### src/rtl/alu_exec_stage.sv
`default_nettype none
// ============================================================================
// Module      : alu_exec_stage
// Description : Two-entry pipelined execute stage. S1 (ID/EX) latches the
//               decoded operands and ALU control code, S2 (EX/WB) holds the
//               ALU result toward write-back behind a valid/ready handshake.
//               Supports streaming, back-pressure and synchronous flush.
//               Optional status flags: define ALU_EX_FLAGS_EN.
// Revision    : 1.0 - initial release
// ============================================================================
module alu_exec_stage #(
    parameter int DATA_W  = 16,
    parameter int RADDR_W = 3
) (
    input  logic               clk,
    input  logic               rst_n,
    input  logic               in_valid,
    output logic               in_ready,
    input  logic [1:0]         in_alu_ctrl,
    input  logic [DATA_W-1:0]  in_op_a,
    input  logic [DATA_W-1:0]  in_op_b,
    input  logic [RADDR_W-1:0] in_rd,
    input  logic               in_wr_en,
    input  logic               flush,
    output logic               out_valid,
    input  logic               out_ready,
    output logic [DATA_W-1:0]  out_result,
    output logic [RADDR_W-1:0] out_rd,
    output logic               out_wr_en,
    output logic               out_zero,
    output logic               out_carry,
    output logic               out_ovf
);

    localparam logic [1:0] C_OP_ADD = 2'b00;
    localparam logic [1:0] C_OP_SUB = 2'b01;
    localparam logic [1:0] C_OP_AND = 2'b10;
    localparam logic [1:0] C_OP_OR  = 2'b11;

    // S1 (ID/EX) registers
    logic               r_v1;
    logic [1:0]         r_ctrl;
    logic [DATA_W-1:0]  r_op_a;
    logic [DATA_W-1:0]  r_op_b;
    logic [RADDR_W-1:0] r_rd1;
    logic               r_wr_en1;

    // S2 (EX/WB) registers
    logic               r_v2;
    logic [DATA_W-1:0]  r_result;
    logic [RADDR_W-1:0] r_rd2;
    logic               r_wr_en2;

    // Handshake: S2 can take a new entry when empty or being drained
    logic w_s2_free;
    logic w_adv;
    logic w_accept;

    assign w_s2_free = !r_v2 || out_ready;
    assign w_adv     = r_v1 && w_s2_free;
    assign in_ready  = (!r_v1 || w_adv) && !flush;
    assign w_accept  = in_valid && in_ready;

    // ALU datapath: SUB is done as a + ~b + 1 so one adder serves both
    logic              w_sub;
    logic [DATA_W-1:0] w_b_eff;
    logic [DATA_W-1:0] w_alu;

    assign w_sub   = (r_ctrl == C_OP_SUB);
    assign w_b_eff = w_sub ? ~r_op_b : r_op_b;

`ifdef ALU_EX_FLAGS_EN
    // Extra sum bit is kept only when the carry flag is needed
    logic [DATA_W:0] w_sum;
    assign w_sum = {1'b0, r_op_a} + {1'b0, w_b_eff} + {{DATA_W{1'b0}}, w_sub};
`else
    logic [DATA_W-1:0] w_sum;
    assign w_sum = r_op_a + w_b_eff + {{(DATA_W-1){1'b0}}, w_sub};
`endif

    // Result select by ALU control code
    always_comb begin
        w_alu = w_sum[DATA_W-1:0];
        case (r_ctrl)
            C_OP_ADD: w_alu = w_sum[DATA_W-1:0];
            C_OP_SUB: w_alu = w_sum[DATA_W-1:0];
            C_OP_AND: w_alu = r_op_a & r_op_b;
            C_OP_OR:  w_alu = r_op_a | r_op_b;
            default:  w_alu = w_sum[DATA_W-1:0];
        endcase
    end

    // S1 valid and payload; flush overrides any accept
    always_ff @(posedge clk or negedge rst_n) begin
        if (!rst_n) begin
            r_v1     <= 1'b0;
            r_ctrl   <= 2'b00;
            r_op_a   <= '0;
            r_op_b   <= '0;
            r_rd1    <= '0;
            r_wr_en1 <= 1'b0;
        end else begin
            if (flush)
                r_v1 <= 1'b0;
            else if (w_accept)
                r_v1 <= 1'b1;
            else if (w_adv)
                r_v1 <= 1'b0;

            if (w_accept) begin
                r_ctrl   <= in_alu_ctrl;
                r_op_a   <= in_op_a;
                r_op_b   <= in_op_b;
                r_rd1    <= in_rd;
                r_wr_en1 <= in_wr_en;
            end
        end
    end

    // S2 valid and payload; a result shown alongside flush is not consumed
    always_ff @(posedge clk or negedge rst_n) begin
        if (!rst_n) begin
            r_v2     <= 1'b0;
            r_result <= '0;
            r_rd2    <= '0;
            r_wr_en2 <= 1'b0;
        end else begin
            if (flush)
                r_v2 <= 1'b0;
            else if (w_adv)
                r_v2 <= 1'b1;
            else if (out_ready)
                r_v2 <= 1'b0;

            if (w_adv && !flush) begin
                r_result <= w_alu;
                r_rd2    <= r_rd1;
                r_wr_en2 <= r_wr_en1;
            end
        end
    end

`ifdef ALU_EX_FLAGS_EN
    logic w_arith;
    logic w_zero;
    logic w_carry;
    logic w_ovf;
    logic r_zero;
    logic r_carry;
    logic r_ovf;

    // Overflow: operands (after inversion for SUB) agree in sign, sum does not
    assign w_arith = !r_ctrl[1];
    assign w_zero  = (w_alu == '0);
    assign w_carry = w_arith && w_sum[DATA_W];
    assign w_ovf   = w_arith && (r_op_a[DATA_W-1] == w_b_eff[DATA_W-1])
                             && (w_sum[DATA_W-1] != r_op_a[DATA_W-1]);

    // Status flags travel with the result in S2
    always_ff @(posedge clk or negedge rst_n) begin
        if (!rst_n) begin
            r_zero  <= 1'b0;
            r_carry <= 1'b0;
            r_ovf   <= 1'b0;
        end else if (w_adv && !flush) begin
            r_zero  <= w_zero;
            r_carry <= w_carry;
            r_ovf   <= w_ovf;
        end
    end

    assign out_zero  = r_zero;
    assign out_carry = r_carry;
    assign out_ovf   = r_ovf;
`else
    assign out_zero  = 1'b0;
    assign out_carry = 1'b0;
    assign out_ovf   = 1'b0;
`endif

    assign out_valid  = r_v2;
    assign out_result = r_result;
    assign out_rd     = r_rd2;
    assign out_wr_en  = r_wr_en2;

endmodule
`default_nettype wire

### config.mk
export PLATFORM = sky130hd
export DESIGN_NAME = alu_exec_stage
export DESIGN_NICKNAME = d
export VERILOG_FILES = /design/src/rtl/alu_exec_stage.sv
export SDC_FILE = /design/constraint.sdc
export NUM_CORES = 1
export LEC_CHECK = 0
export ABC_AREA = 1
export CAP_MARGIN = 20
export CELL_PAD_IN_SITES_DETAIL_PLACEMENT = 1
export CELL_PAD_IN_SITES_GLOBAL_PLACEMENT = 1
export CORE_MARGIN = 2
export CORE_UTILIZATION = 36
export DETAILED_ROUTE_END_ITERATION = 12
export PLACE_DENSITY_LB_ADDON = 0.1
export SETUP_SLACK_MARGIN = 0.1
export SYNTH_ARGS = -nofsm -noshare
export SYNTH_HDL_FRONTEND = slang
export SYNTH_SLANG_ARGS = --single-unit
### constraint.sdc
create_clock -name clk -period 5.6 [get_ports clk]
set_input_delay 1.68 -clock clk [delete_from_list [all_inputs] [get_ports clk]]
set_output_delay 1.68 -clock clk [all_outputs]
set_load 0.01 [all_outputs]
==> impl_metrics.yaml <==
placed_design:
  gp_congestion: 0.8149
  placed_area_mm2: 0.004335
  dpl_worst_slack_ns: 0.9808
  portBuffers: 64
  dpl.hpwl_um: 6518
  placedCellCount: 602
setup_path:
  crit_chain: "clkdlybuf4s50_1, nor2_1, inv_2, o21ai_2, inv_2, clkdlybuf4s50_1"
  crit_type: "in2out"
  crit_slowest_cell: "clkdlybuf4s50_1"
  cp_top_family: "buffers and inverters"
  crit_fanout: 4
  critPathBufInv: 4
  critPathLaunchType: "primary input"
  worst_setup_path_end_kind: "output port"
  cpPeakStageDelay_ns: 0.47
  critical_path_arrival_ns: 2.93
  cp.required_ns: 3.92
floorplanning:
  fp.coreArea_mm2: 0.009774
  ios: 68
  start_util_pct: 37.15
  die_w_um: 104.4
  die_h_um: 104.4
  row_count: 36
  dieArea_mm2: 0.01091
global_route:
  grt_usage_pct: 18.50
  grt_pass1_wl_um: 16010
  antenna_found_initial: 0
  grt_pass1_vias: 3243
  overflow: 0
  grt_max_degree: 61
synth:
  syn_inst: 417
  ys_ff_latch: 60
  ys_warn_count: 0
  yosysTopAreaCell: "dfrtp_1"
  synthArstFlopShare_pct: 100.0
  synthDistinctLibCells: 39
  synth_area_mm2: 0.003631
  synthTopCellsByArea: "dfrtp_1 (41%), nor2_1 (6.6%), a21oi_1 (6.2%)"
  ys_seq_area_share_pct: 41.35
  synth_top_area_share_pct: 41.35
  synth_ff_type: "dfrtp_1"
  synth_edf_count: 0
  post_synth.cell_area_avg_um2: 8.707
sta:
  maxSlewViolCount: 0
  layout_min_cycle_time_ns: 4.614
  rsz0062_at_grt: "false"
  worst_pin_slew_ns: 0.7729
  fmax_ghz: 0.2167
  hold_violations: 0
  setup_ws_ns: 0.9862
  slew_headroom_pct: 48.47
  finalSetupTns_ns: 0
  setup_viol: 0
  period_share_pct: 82.39
  finClkSkew_ns: 0.01101
min_path:
  hp-class: "reg2reg"
finish:
  nets: 543
  antenna_cells: 0
  drive_gt1_share_pct: 10.91
  fin_cells: 619
  design_area_mm2: 0.004564
  area_growth_pct: 25.71
cts:
  cts-root-buf: "clkbuf_8"
  cts_buffers: 9
  clk_pin_slew_ns: 0.06
  holdBufCountCts: 0
  clkLatencyLatePin_ns: 0.36
  cts_setup_buffers: 0
  cts_htree_levels: 3
  cts.sinks: 60
  cts_tree: "done"
  cts_resized: 0
  cts_buffer_depth: 2
power:
  power_leakage_uw: 0.002034
  power_density_mw_per_mm2: 383.9
  p_comb_share_pct: 40.9
  switching_share_pct: 36.78
  ir_drop_mv: 0.1356
  sequentialPowerShare_pct: 33.7
  clockPowerShare_pct: 25.4
  p_int_uw: 1108
  p_switching_uw: 644.5
detailed_routing:
  drcViolationCount: 0
  postRouteWirelength_um: 9364
  antenna_left: 0
  via_count: 3097
  via_per_inst: 5.003
  drt_first_pass_iters: 4
  drtIter0Drc: 89
  wl_per_cell_um: 15.13
outcome:
  status: "finished clean"
run:
  drv_cap: 0
## metal layers
layer | routed length [um] | part of all wire, % | up-vias | GRT usage (%)
met5 | 0 | 0 | - | 0
met4 | 105 | 1.1 | 0 | 5.116
met3 | 436 | 4.7 | 11 | 5.514
met2 | 4364 | 47 | 48 | 29.97
met1 | 4458 | 48 | 1514 | 23.98
li1 | - | - | 1524 | -
## power groups by stage
stage                     Clock [uW]  Combinational (uW)  Sequential, uW
after floorplan                    0                 460             601
after global placement             0                 698             597
after detailed placement           0                 716             600
after CTS                        458                 722             592
after global routing             482                 814             605
final                            445                 717             591
## cells in the mapped netlist, drive strengths merged, types with 2 or more instances
| master | n |
|---|---|
| xnor2 | 6 |
| dfrtp | 60 |
| a41oi | 3 |
| inv | 33 |
| buf | 15 |
| a21oi | 46 |
| nand3b | 7 |
| mux2 | 21 |
| ha | 18 |
| and2 | 3 |
| o21ai | 19 |
| a311oi | 7 |
| a31oi | 6 |
| nand2 | 63 |
| xor2 | 9 |
| nor2 | 64 |
| nand3 | 23 |
| o211ai | 2 |
| or2 | 3 |
| clkbuf | 2 |
## flip-flops by register name (all words and copies together) (netlist names)
register,count
out_rd,3
out_result,16
out_valid,1
out_wr_en,1
r_ctrl,2
r_op_a,16
r_op_b,16
r_rd1,3
r_v1,1
r_wr_en1,1
## worst reg2reg max path, delay by kind of cell (launching register included)
family | cells | cell delay, ns
simple gates | 9 | 1.30
flops | 1 | 0.63
buf+inv | 1 | 0.14
compound gates | 1 | 0.08
fa+ha+maj | 1 | 0.42
## stage by stage
step	utilization [%]	power [uW]	hold WS (ns)
6_report	46.70	1752	0.4896
2_1_floorplan	-	1060	0.4781
3_3_place_gp	44.35	1295	0.4749
5_1_grt	46.70	1901	0.5266
4_1_cts	46.58	1772	0.5020
3_5_place_dp	44.35	1316	0.4667
## worst paths after layout
kind / depth (start not counted) / endpoint / startpoint / slack, ns
worst max-delay path: 6 / in_ready / out_ready / 0.99
worst min-delay path: 2 / out_result[15] / out_result[15] / 0.49
worst max register to register: 12 / out_result[6] / r_ctrl[1] / 2.90
worst min register to register: 2 / out_result[15] / out_result[15] / 0.49
max in group asynchronous: 2 / out_rd[0] / rst_n / 3.60
min in group asynchronous: 2 / out_result[4] / rst_n / 1.49
## logic make-up (layout without fill, tap and decap cells)
kind of cell               Yosys count  in the layout  share of synthesized area [%]
and+or+nand+nor                    164            164                          20.43
AOI/OAI and AO/OA                   87             87                          14.09
DFF                                 60             60                          41.35
buffers and inverters               50            117                          7.133
muxes                               21             21                          6.513
adders and majority gates           19             19                          6.754
xor gates and xnor gates            15             15                          3.618
other                                1              3                         0.1033
## cell type report
class,instances,area [um2]
clock buffers,12,145.1
clock inverters,4,72.57
fillers,1166,5210
inverters,33,131.4
multi-input cells,309,1878
flip-flops and latches,60,1501
well taps,133,166.4
repair buffers,68,669.4
## layout by cell type, fill, tap and decap left out, types with 4 or more instances in the layout
cell type and n:
nor2_1 64, o21ai_0 17, clkdlybuf4s50_1 63, inv_1 29
a311oi_1 7, mux2_1 4, dfrtp_1 60, xnor2_1 6
nand3b_1 7, xor2_1 9, a31oi_1 6, ha_1 18
nand2_2 4, clkbuf_8 10, nand3_1 22, a21oi_1 45
mux2_2 17, nand2_1 56
No activity file was read; power rests on OpenSTA's default activity.
